--- src/rtl/speed_governor_pkg.sv ---
// rtl/speed_governor_pkg.sv - shared types and constants for the speed governor
//
// Purpose: state encoding, per-gear speed bands and key-off braking steps.
// Gear tables are indexed directly by the 3-bit gear input. Entries that
// mean "up to the absolute ceiling" hold GEAR_FULL, and gear_max() clips
// them to the instance's MAX_SPEED.
package speed_governor_pkg;

  typedef enum logic [1:0] {
    ST_OFF   = 2'd0,
    ST_IDLE  = 2'd1,
    ST_DRIVE = 2'd2,
    ST_STALL = 2'd3
  } state_t;

  localparam int GEAR_FULL = 32'h7fff_ffff;

  //                              N   g1  g2  g3  g4  g5         g6         N
  localparam int GEAR_MIN [8] = '{0,  0,  15, 35, 55, 75,        0,         0};
  localparam int GEAR_MAX [8] = '{GEAR_FULL, 25, 45, 65, 85, GEAR_FULL, GEAR_FULL, GEAR_FULL};

  // Key-off stepped braking: above HI drop by STEP_HI, above LO by STEP_MID,
  // otherwise by STEP_LO until standstill.
  localparam int KOFF_THR_HI   = 10;
  localparam int KOFF_THR_LO   = 5;
  localparam int KOFF_STEP_HI  = 10;
  localparam int KOFF_STEP_MID = 5;
  localparam int KOFF_STEP_LO  = 1;

  function automatic logic is_neutral(input logic [2:0] g);
    return (g == 3'd0) || (g == 3'd7);
  endfunction

  function automatic int gear_max(input logic [2:0] g, input int ceiling);
    return (GEAR_MAX[g] < ceiling) ? GEAR_MAX[g] : ceiling;
  endfunction

endpackage

--- src/rtl/speed_governor_tick_prescaler.sv ---
// rtl/speed_governor_tick_prescaler.sv - single-cycle update tick generator
//
// Purpose: divides clk by DIV; tick is high for one cycle when the count
// reaches DIV-1, so the first tick arrives DIV cycles after rst drops.
// Ports: clk, rst (sync, active-high), tick (out, 1 cycle every DIV clocks).
module tick_prescaler #(
  parameter int DIV = 4
) (
  input  logic clk,
  input  logic rst,
  output logic tick
);

  localparam int CW = (DIV > 1) ? $clog2(DIV) : 1;
  localparam logic [CW-1:0] LAST = CW'(DIV - 1);

  logic [CW-1:0] cnt;

  always_ff @(posedge clk) begin
    if (rst) begin
      cnt <= '0;
    end else if (cnt == LAST) begin
      cnt <= '0;
    end else begin
      cnt <= cnt + 1'b1;
    end
  end

  assign tick = (cnt == LAST);

endmodule

--- src/rtl/speed_governor.sv ---
// rtl/speed_governor.sv - tick-driven vehicle speed governor
//
// Purpose: integrates accel/brake into a saturating speed register with
// gear-dependent bands, coasting decay, over-speed bleed-off after a
// downshift, stall detection and key-off stepped braking.
// Ports: clk, rst (sync, active-high), key_on, accel, brake (wins over
// accel), gear[2:0]; speed[SPEED_W-1:0], state[1:0] (OFF/IDLE/DRIVE/STALL),
// overspeed (speed above gear max), lugging (below gear min while driving).
module speed_governor
  import speed_governor_pkg::*;
#(
  parameter int SPEED_W     = 7,
  parameter int MAX_SPEED   = 99,
  parameter int TICK_DIV    = 4,
  parameter int COAST_DIV   = 8,
  parameter int STALL_TICKS = 16
) (
  input  logic               clk,
  input  logic               rst,
  input  logic               key_on,
  input  logic               accel,
  input  logic               brake,
  input  logic [2:0]         gear,
  output logic [SPEED_W-1:0] speed,
  output logic [1:0]         state,
  output logic               overspeed,
  output logic               lugging
);

  localparam int CCW = $clog2(COAST_DIV + 1);
  localparam int LCW = $clog2(STALL_TICKS + 1);
  localparam logic [CCW-1:0] COAST_LAST = CCW'(COAST_DIV - 1);
  localparam logic [LCW-1:0] LUG_LAST   = LCW'(STALL_TICKS - 1);

  typedef logic [SPEED_W-1:0] spd_t;

  logic           tick;
  state_t         st;
  logic [CCW-1:0] coast_cnt;
  logic [LCW-1:0] lug_cnt;
  spd_t           gmin;
  spd_t           gmax;
  logic           neutral;

  tick_prescaler #(.DIV(TICK_DIV)) u_tick (
    .clk  (clk),
    .rst  (rst),
    .tick (tick)
  );

  assign gmin      = spd_t'(GEAR_MIN[gear]);
  assign gmax      = spd_t'(gear_max(gear, MAX_SPEED));
  assign neutral   = is_neutral(gear);
  assign overspeed = (speed > gmax);
  assign lugging   = (st == ST_DRIVE) && (speed < gmin);
  assign state     = st;

  // A speed already at or below the floor holds; the floor never pulls
  // speed upward (matters while lugging below the gear minimum).
  function automatic spd_t dec_floor(input spd_t s, input spd_t fl);
    return (s > fl) ? s - spd_t'(1) : s;
  endfunction

  function automatic spd_t key_off_step(input spd_t s);
    if (s > spd_t'(KOFF_THR_HI)) return s - spd_t'(KOFF_STEP_HI);
    if (s > spd_t'(KOFF_THR_LO)) return s - spd_t'(KOFF_STEP_MID);
    if (s > spd_t'(0))           return s - spd_t'(KOFF_STEP_LO);
    return s;
  endfunction

  always_ff @(posedge clk) begin
    if (rst) begin
      st        <= ST_OFF;
      speed     <= '0;
      coast_cnt <= '0;
      lug_cnt   <= '0;
    end else if (tick) begin
      if (!key_on) begin
        // Key-off overrides any gear change on the same tick.
        st        <= ST_OFF;
        coast_cnt <= '0;
        lug_cnt   <= '0;
        if (brake) speed <= key_off_step(speed);
      end else begin
        case (st)
          ST_OFF: begin
            st        <= ST_IDLE;
            coast_cnt <= '0;
            lug_cnt   <= '0;
          end

          ST_IDLE: begin
            lug_cnt <= '0;
            if (!neutral) begin
              st        <= ST_DRIVE;
              coast_cnt <= '0;
            end else if (brake) begin
              speed     <= dec_floor(speed, '0);
              coast_cnt <= '0;
            end else if (accel) begin
              coast_cnt <= '0;
            end else if (coast_cnt == COAST_LAST) begin
              speed     <= dec_floor(speed, '0);
              coast_cnt <= '0;
            end else begin
              coast_cnt <= coast_cnt + 1'b1;
            end
          end

          ST_DRIVE: begin
            if (neutral) begin
              st        <= ST_IDLE;
              coast_cnt <= '0;
              lug_cnt   <= '0;
            end else begin
              if (overspeed) begin
                speed     <= speed - spd_t'(1);
                coast_cnt <= '0;
              end else if (brake) begin
                speed     <= dec_floor(speed, lugging ? spd_t'(0) : gmin);
                coast_cnt <= '0;
              end else if (accel) begin
                if (speed < gmax) speed <= speed + spd_t'(1);
                coast_cnt <= '0;
              end else if (coast_cnt == COAST_LAST) begin
                speed     <= dec_floor(speed, gmin);
                coast_cnt <= '0;
              end else begin
                coast_cnt <= coast_cnt + 1'b1;
              end

              // Placed after the speed rules so the stall transition's
              // coast clear takes precedence.
              if (lugging && !accel) begin
                if (lug_cnt == LUG_LAST) begin
                  st        <= ST_STALL;
                  lug_cnt   <= '0;
                  coast_cnt <= '0;
                end else begin
                  lug_cnt <= lug_cnt + 1'b1;
                end
              end else begin
                lug_cnt <= '0;
              end
            end
          end

          ST_STALL: begin
            lug_cnt <= '0;
            if (neutral) begin
              st        <= ST_IDLE;
              coast_cnt <= '0;
            end else if (brake) begin
              speed     <= dec_floor(speed, '0);
              coast_cnt <= '0;
            end else if (accel) begin
              coast_cnt <= '0;
            end else if (coast_cnt == COAST_LAST) begin
              speed     <= dec_floor(speed, '0);
              coast_cnt <= '0;
            end else begin
              coast_cnt <= coast_cnt + 1'b1;
            end
          end

          default: st <= ST_OFF;
        endcase
      end
    end
  end

endmodule

--- config.mk ---
export PLATFORM = sky130hd
export DESIGN_NAME = speed_governor
export DESIGN_NICKNAME = d
export VERILOG_FILES = /design/src/rtl/speed_governor_pkg.sv /design/src/rtl/speed_governor_tick_prescaler.sv /design/src/rtl/speed_governor.sv
export SDC_FILE = /design/constraint.sdc
export NUM_CORES = 1
export LEC_CHECK = 0
export BUFFER_PORTS_ARGS = -buffer_cell sky130_fd_sc_hd__buf_2
export CAP_MARGIN = 20
export CORE_MARGIN = 10
export CORE_UTILIZATION = 40
export DETAILED_ROUTE_END_ITERATION = 6
export PLACE_DENSITY = 0.59
export SLEW_MARGIN = 20
export SYNTH_ARGS = -nofsm -noshare
export SYNTH_HDL_FRONTEND = slang
export SYNTH_SLANG_ARGS = --single-unit
export TNS_END_PERCENT = 30
--- constraint.sdc ---
create_clock -name clk -period 4.5 [get_ports clk]
set_clock_uncertainty 0.15 [all_clocks]
set_input_delay 0.675 -clock clk [delete_from_list [all_inputs] [get_ports clk]]
set_output_delay 0.675 -clock clk [all_outputs]
set_load 0.005 [all_outputs]
Word-level counts from Yosys, hierarchy flattened --
Memories as Yosys holds them, arrays and structs flattened. Cells that the tools add are included.
Storage, ports and cells: memories 2, input port bits 8, flip-flop bits (word level) 20, bits in read-only memories 512
Operators by class: equality and inequality tests 19, order comparisons 10, add/sub/neg operators 7, multiplexer cells 70, bitwise gates (word level) 1, reduce and logical (&&, ||, !) cells 12
Memories:
- (name not given) | depth 8, bits a word 32, read ports 1, clocked after memory_dff 0, write ports 0, RTL line speed_governor_pkg.sv:35 | return (GEAR_MAX[g] < ceiling) ? GEAR_MAX[g] : ceiling;
- (name not given) | depth 8, bits a word 32, read ports 1, clocked after memory_dff 0, write ports 0, RTL line speed_governor.sv:51 | assign gmin = spd_t'(GEAR_MIN[gear]);
Operator list (count):
- $mux 7 | 26
- $mux 32 | 2
- $mux 4 | 10
- $lt 32x8->1 const B | 1
- $gt 7x7->1 | 3
- $pmux 7 s3 | 1
- $mux 5 | 4
- $mux 1 | 18
- $ne 6x5->1 const B | 3
- $pmux 4 s4 | 1
- $ne 3x3->1 const B | 5
- $lt 7x7->1 | 2
- $mux 2 | 6
- $reduce_and 11->1 | 1
- $pmux 5 s2 | 1
- $ne 4x3->1 const B | 2
- $pmux 2 s4 | 1
- $add 7x1->7 const B | 1
- $gt 7x1->1 const B | 1
- $gt 7x3->1 const B | 1
- $gt 7x4->1 const B | 1
- $sub 7x1->7 const B | 1
- $sub 7x3->7 const B | 1
- $sub 7x4->7 const B | 1
- other kinds (22) | 25

Logic depth before layout (Yosys ltp) --
depth in word-level cells 22, mapped depth 19

Hierarchy --
From an unflattened synthesis, not the netlist that was laid out.
Unflattened totals: cell total of the unflattened synthesis 312, area, all modules 2438.6 um^2
By module, submodules not included:
- speed_governor | area each 2363.5 um^2, cells an instance 307, instances 1
- tick_prescaler | area each 75.1 um^2, cells an instance 5, instances 1

Least setup slack after synthesis --
OpenSTA, ideal clock, no wires.
kind input to register, start input gear[0], end register speed[0], data arrival time 4.099 ns, cell stages on the path 19, path slack 0.128 ns, required time 4.227 ns, path buffers 2, cells stage by stage inv_1 -> ha_1 -> and2_1 -> clkbuf_1 -> a21oi_1 -> ha_1 -> nand4_1 -> a21oi_1 -> or3b_1 -> clkbuf_1 -> inv_1 -> or2_2 -> ha_1 -> nand4_1 -> a21oi_1 -> nor4_1 -> a211o_1 -> a211oi_2 -> mux2_1
On the way: elaborated cells between the ends (all ways) 31, those cells by class order compare: 6; eq/ne: 8; mux: 10; bitwise: 1; reduce/logical: 4; memory: 2
RTL lines:
- start, declared | RTL line speed_governor.sv:23 | input logic [2:0] gear,
- $not 3->4 (not written as such) | RTL line speed_governor.sv:51
- $mem_v2 8x32
- $mux 7 (not written as such) (2 in a row) | RTL line speed_governor.sv:51
- $lt 7x7->1 | RTL line speed_governor.sv:55 | assign lugging = (st == ST_DRIVE) && (speed < gmin);
- $logic_and 1x1->1 | RTL line speed_governor.sv:55
- named net lugging | RTL line speed_governor.sv:27 | output logic lugging
- $mux 7 | RTL line speed_governor.sv:120 | speed <= dec_floor(speed, lugging ? spd_t'(0) : gmin);
- $gt 7x7->1 | RTL line speed_governor.sv:61 | return (s > fl) ? s - spd_t'(1) : s;
- $ne 5x4->1 (no source line)
- $reduce_and 11->1 (no source line)
- end signal, assigned | RTL line speed_governor.sv:120
- end signal, assigned | RTL line speed_governor.sv:123 | if (speed < gmax) speed <= speed + spd_t'(1);
- end signal, assigned | RTL line speed_governor.sv:126 | speed <= dec_floor(speed, gmin);
- end, declared | RTL line speed_governor.sv:24 | output logic [SPEED_W-1:0] speed,
The timed path passes the listed nets, and every way through them passes these cells. The select of a mux whose other input is x is not followed. A chain may end at the register's enable or synchronous reset.

Worst setup path in the final report --
start input gear[0], end register speed[0]
On the way: longest elaborated chain between the ends 11, elaborated cells between the ends (all ways) 31, those cells by class order compare: 6; eq/ne: 8; mux: 10; bitwise: 1; reduce/logical: 4; memory: 2
Ends and longest elaborated chain:
- $not 3->4 (not written as such) | RTL line speed_governor_pkg.sv:35, speed_governor.sv:51
- $mem_v2 8x32
- $mux 32 (not written as such) (2 in a row) | RTL line speed_governor_pkg.sv:35
- $lt 32x8->1 | RTL line speed_governor_pkg.sv:35
- $mux 7 | RTL line speed_governor_pkg.sv:35
- $gt 7x7->1 | RTL line speed_governor.sv:54 | assign overspeed = (speed > gmax);
- $mux 7 | RTL line speed_governor.sv:116 | if (overspeed) begin
- $mux 7 | RTL line speed_governor.sv:111 | if (neutral) begin
- $pmux 7 s3 | RTL line speed_governor.sv:85 | case (st)
- $mux 7 | RTL line speed_governor.sv:78 | if (!key_on) begin
- end signal, assigned | RTL line speed_governor.sv:83 | if (brake) speed <= key_off_step(speed);
- end signal, assigned | RTL line speed_governor.sv:117 | speed <= speed - spd_t'(1);
- end signal, assigned | RTL line speed_governor.sv:120
Parallel ways exist; a longest one is shown, timed or not. The select of a mux whose other input is x is not followed.

==> qor.csv <==
metric,value,unit
outcome,finished clean,
die_h,99.5,µm
place.gp.congestion,0.922,
ff2ff_setup_slack,0.72,ns
setup_tns,0,ns
crit_end,speed[0],
fp.dieW,99.5,µm
grt_pass1_wl,12300,µm
cts_root_buf,clkbuf_8,
synth_seq_cells,20,
ys_warn_count,0,
cp_data_arrival_time,4.23,ns
path_cells,"buf_2, inv_1, ha_1, and2_2, nor2_1, ha_1, a21oi_1, a21oi_1, or3b_4, buf_4, nand2_1, inv_1, ha_1, nand3b_1, a21oi_1, nor4_1, buf_4, a211o_1, a211oi_2, mux2_1",
yosys.cell_types.count,69,
syn-num-nets,372,
cp_slowest_stage_delay,0.44,ns
overflow,0,
cts.sinks,20,
cts_made_buffers,3,
startpoint,gear[0],
fin_crit_sh,0.938,
cts_tree,done,
cts_setup_buffers,0,
ant_nets,0,
clk_latency,0.27,ns
end_kind,register,
initial_core_util,0.420,
grt_max_degree,18,
finalCriticalPeriod,4.22,ns
area_growth,12.1,%
synthCells,322,
route.detailed.drc,0,
dp_hpwl,5670,µm
routed_via_density,5.98,
slew-limit-headroom,0.569,
track_usage,0.146,
worst-setup-path-type,input pin to register,
startpoint_type,input pin,
synth_most_common_cell,ha_1,
async_flop_share,0,
cts_max_path_buffers,2,
p_leak,1.27,nW
cp_data_required_time,4.51,ns
hold_class,register to register,
yosysTopAreaCell,ha_1,
port_buffers,18,
die_area,0.00990,mm²
cellPowerDensity,171,mW/mm²
ys_top_cells_by_area,"ha_1 21%, dfxtp_1 16%, a21oi_1 5.5%",
initialDrtViolationCount,154,
hold_buffers,0,
post_cts_resized,0,
diodes,0,
worst_pin_slew,0.644,ns
netlist.area_leader.share,0.208,
core,0.00603,mm²
slew_viol_final,0,
drive_gt1_frac,0.168,
routed_wirelength,7240,µm
rr_endpoint,speed[0],
total_power,0.000484,W
setup_viol,0,
antenna_found_initial,0,
worstPathMaxFanout,7,
synth_edf_count,0,
first_global_vias,2553,
first_pass_iters,6,
rows,28,
hold_viol,0,
yosys-top-cells-count,"42 x ha_1, 28 x a21oi_1, 24 x nand2_1, 24 x nor2_1, 22 x inv_1",
ys.flop_type,dfxtp_1,
postSynthAreaPerCell,7.85,µm²
htreeDepth,1,
vias,2519,
final_util,0.471,
clock.fmax,237,MHz
wire_per_inst,17.2,µm
holdWs,0.284,ns
syn-cell-area,0.00253,mm²
nets,397,
cap_viol_max_count,0,
ios,19,
cp_slowest_cell,or3b_4,
timing.rr.start,speed[6],
rsz0062_at_grt,no,
reg2reg_depth,15,
ys_seq_area_frac,0.158,
ir_worst_vdd,0.100,mV
cts.clk_slew.worst_paths,0.09,ns
## registers in the layout (all words and copies together), names as in the netlist
| signal | flops |
|---|---|
| lug_cnt | 5 |
| speed | 7 |
| state | 2 |
| u_tick.cnt | 2 |
| coast_cnt | 4 |
## layout by cell type (no fill, tap or decap), types with 3 or more instances in the layout
cell type / count
buf_2: 18
a22oi_1: 3
buf_4: 13
nor4_1: 3
nand3b_1: 5
o221ai_1: 4
a21oi_2: 3
clkbuf_8: 3
o21ai_0: 12
ha_1: 42
nand3_1: 13
nor2b_1: 3
nor2_1: 24
o211ai_1: 3
nand2b_1: 3
nor3_1: 7
o21a_1: 3
a21oi_1: 28
a211oi_1: 4
inv_1: 22
xnor2_1: 3
a31oi_1: 4
mux2i_1: 6
a21o_1: 4
or2_2: 4
o21ai_1: 4
dfxtp_1: 20
nand4_1: 6
or3_1: 5
nand2_1: 24
## through the flow
stage | instances | cell area, µm² | setup slack, ns
5_1_grt | 421 | 2840 | 0.0330
3_5_place_dp | 417 | 2760 | -0.0700
4_1_cts | 421 | 2830 | 0.205
6_report | 421 | 2840 | 0.280
3_3_place_gp | 417 | 2760 | 0.0403
2_1_floorplan | 322 | 2530 | 0.128
## per-layer routing
layer | wire [µm] | GRT usage
met1 | 3330 | 0.180
met2 | 3460 | 0.255
met3 | 329 | 0.0208
met4 | 114 | 0.0430
met5 | 0 | 0
## logic make-up after synthesis
group,Yosys count,share of synthesized area
and+or+nand+nor,111,0.236
AOI/OAI and AO/OA,102,0.291
adders and majority gates,42,0.208
buffers and inverters,34,0.0539
DFF,20,0.158
muxes,9,0.0386
xor gates and xnor gates,4,0.0139
## critical path, delay by kind of cell
kind / cells / cell delay, ns
buffers and inverters: 5 / 0.55
adders and majority gates: 3 / 0.65
muxes: 1 / 0.33
and+or+nand+nor: 6 / 1.13
AOI/OAI and AO/OA: 5 / 0.90
## power by group
group,internal (W),total [W],switching [W]
clock network,0.000119,0.000188,0.0000689
registers,0.000180,0.000182,0.00000217
logic,0.0000438,0.000114,0.0000699
## cell type report
type                    count  area [µm²]
well taps                  75        93.8
multi-input cells         268        2000
repair buffers             31         188
clock inverters             1        30.0
flip-flops and latches     20         400
clock buffers               3        41.3
fillers                   637        3190
inverters                  23        86.3
## worst min-delay path by stage
stage	endpoint	from	cells past startpoint	slack, ns
CTS	u_tick.cnt[0]	u_tick.cnt[0]	1	0.28
global route	u_tick.cnt[0]	u_tick.cnt[0]	1	0.31
finish	u_tick.cnt[0]	u_tick.cnt[0]	1	0.28
floorplan	u_tick.cnt[0]	u_tick.cnt[0]	1	0.25
detailed placement	u_tick.cnt[0]	u_tick.cnt[0]	1	0.27
global placement	u_tick.cnt[0]	u_tick.cnt[0]	1	0.26
Power figures use the tool's default switching activity.
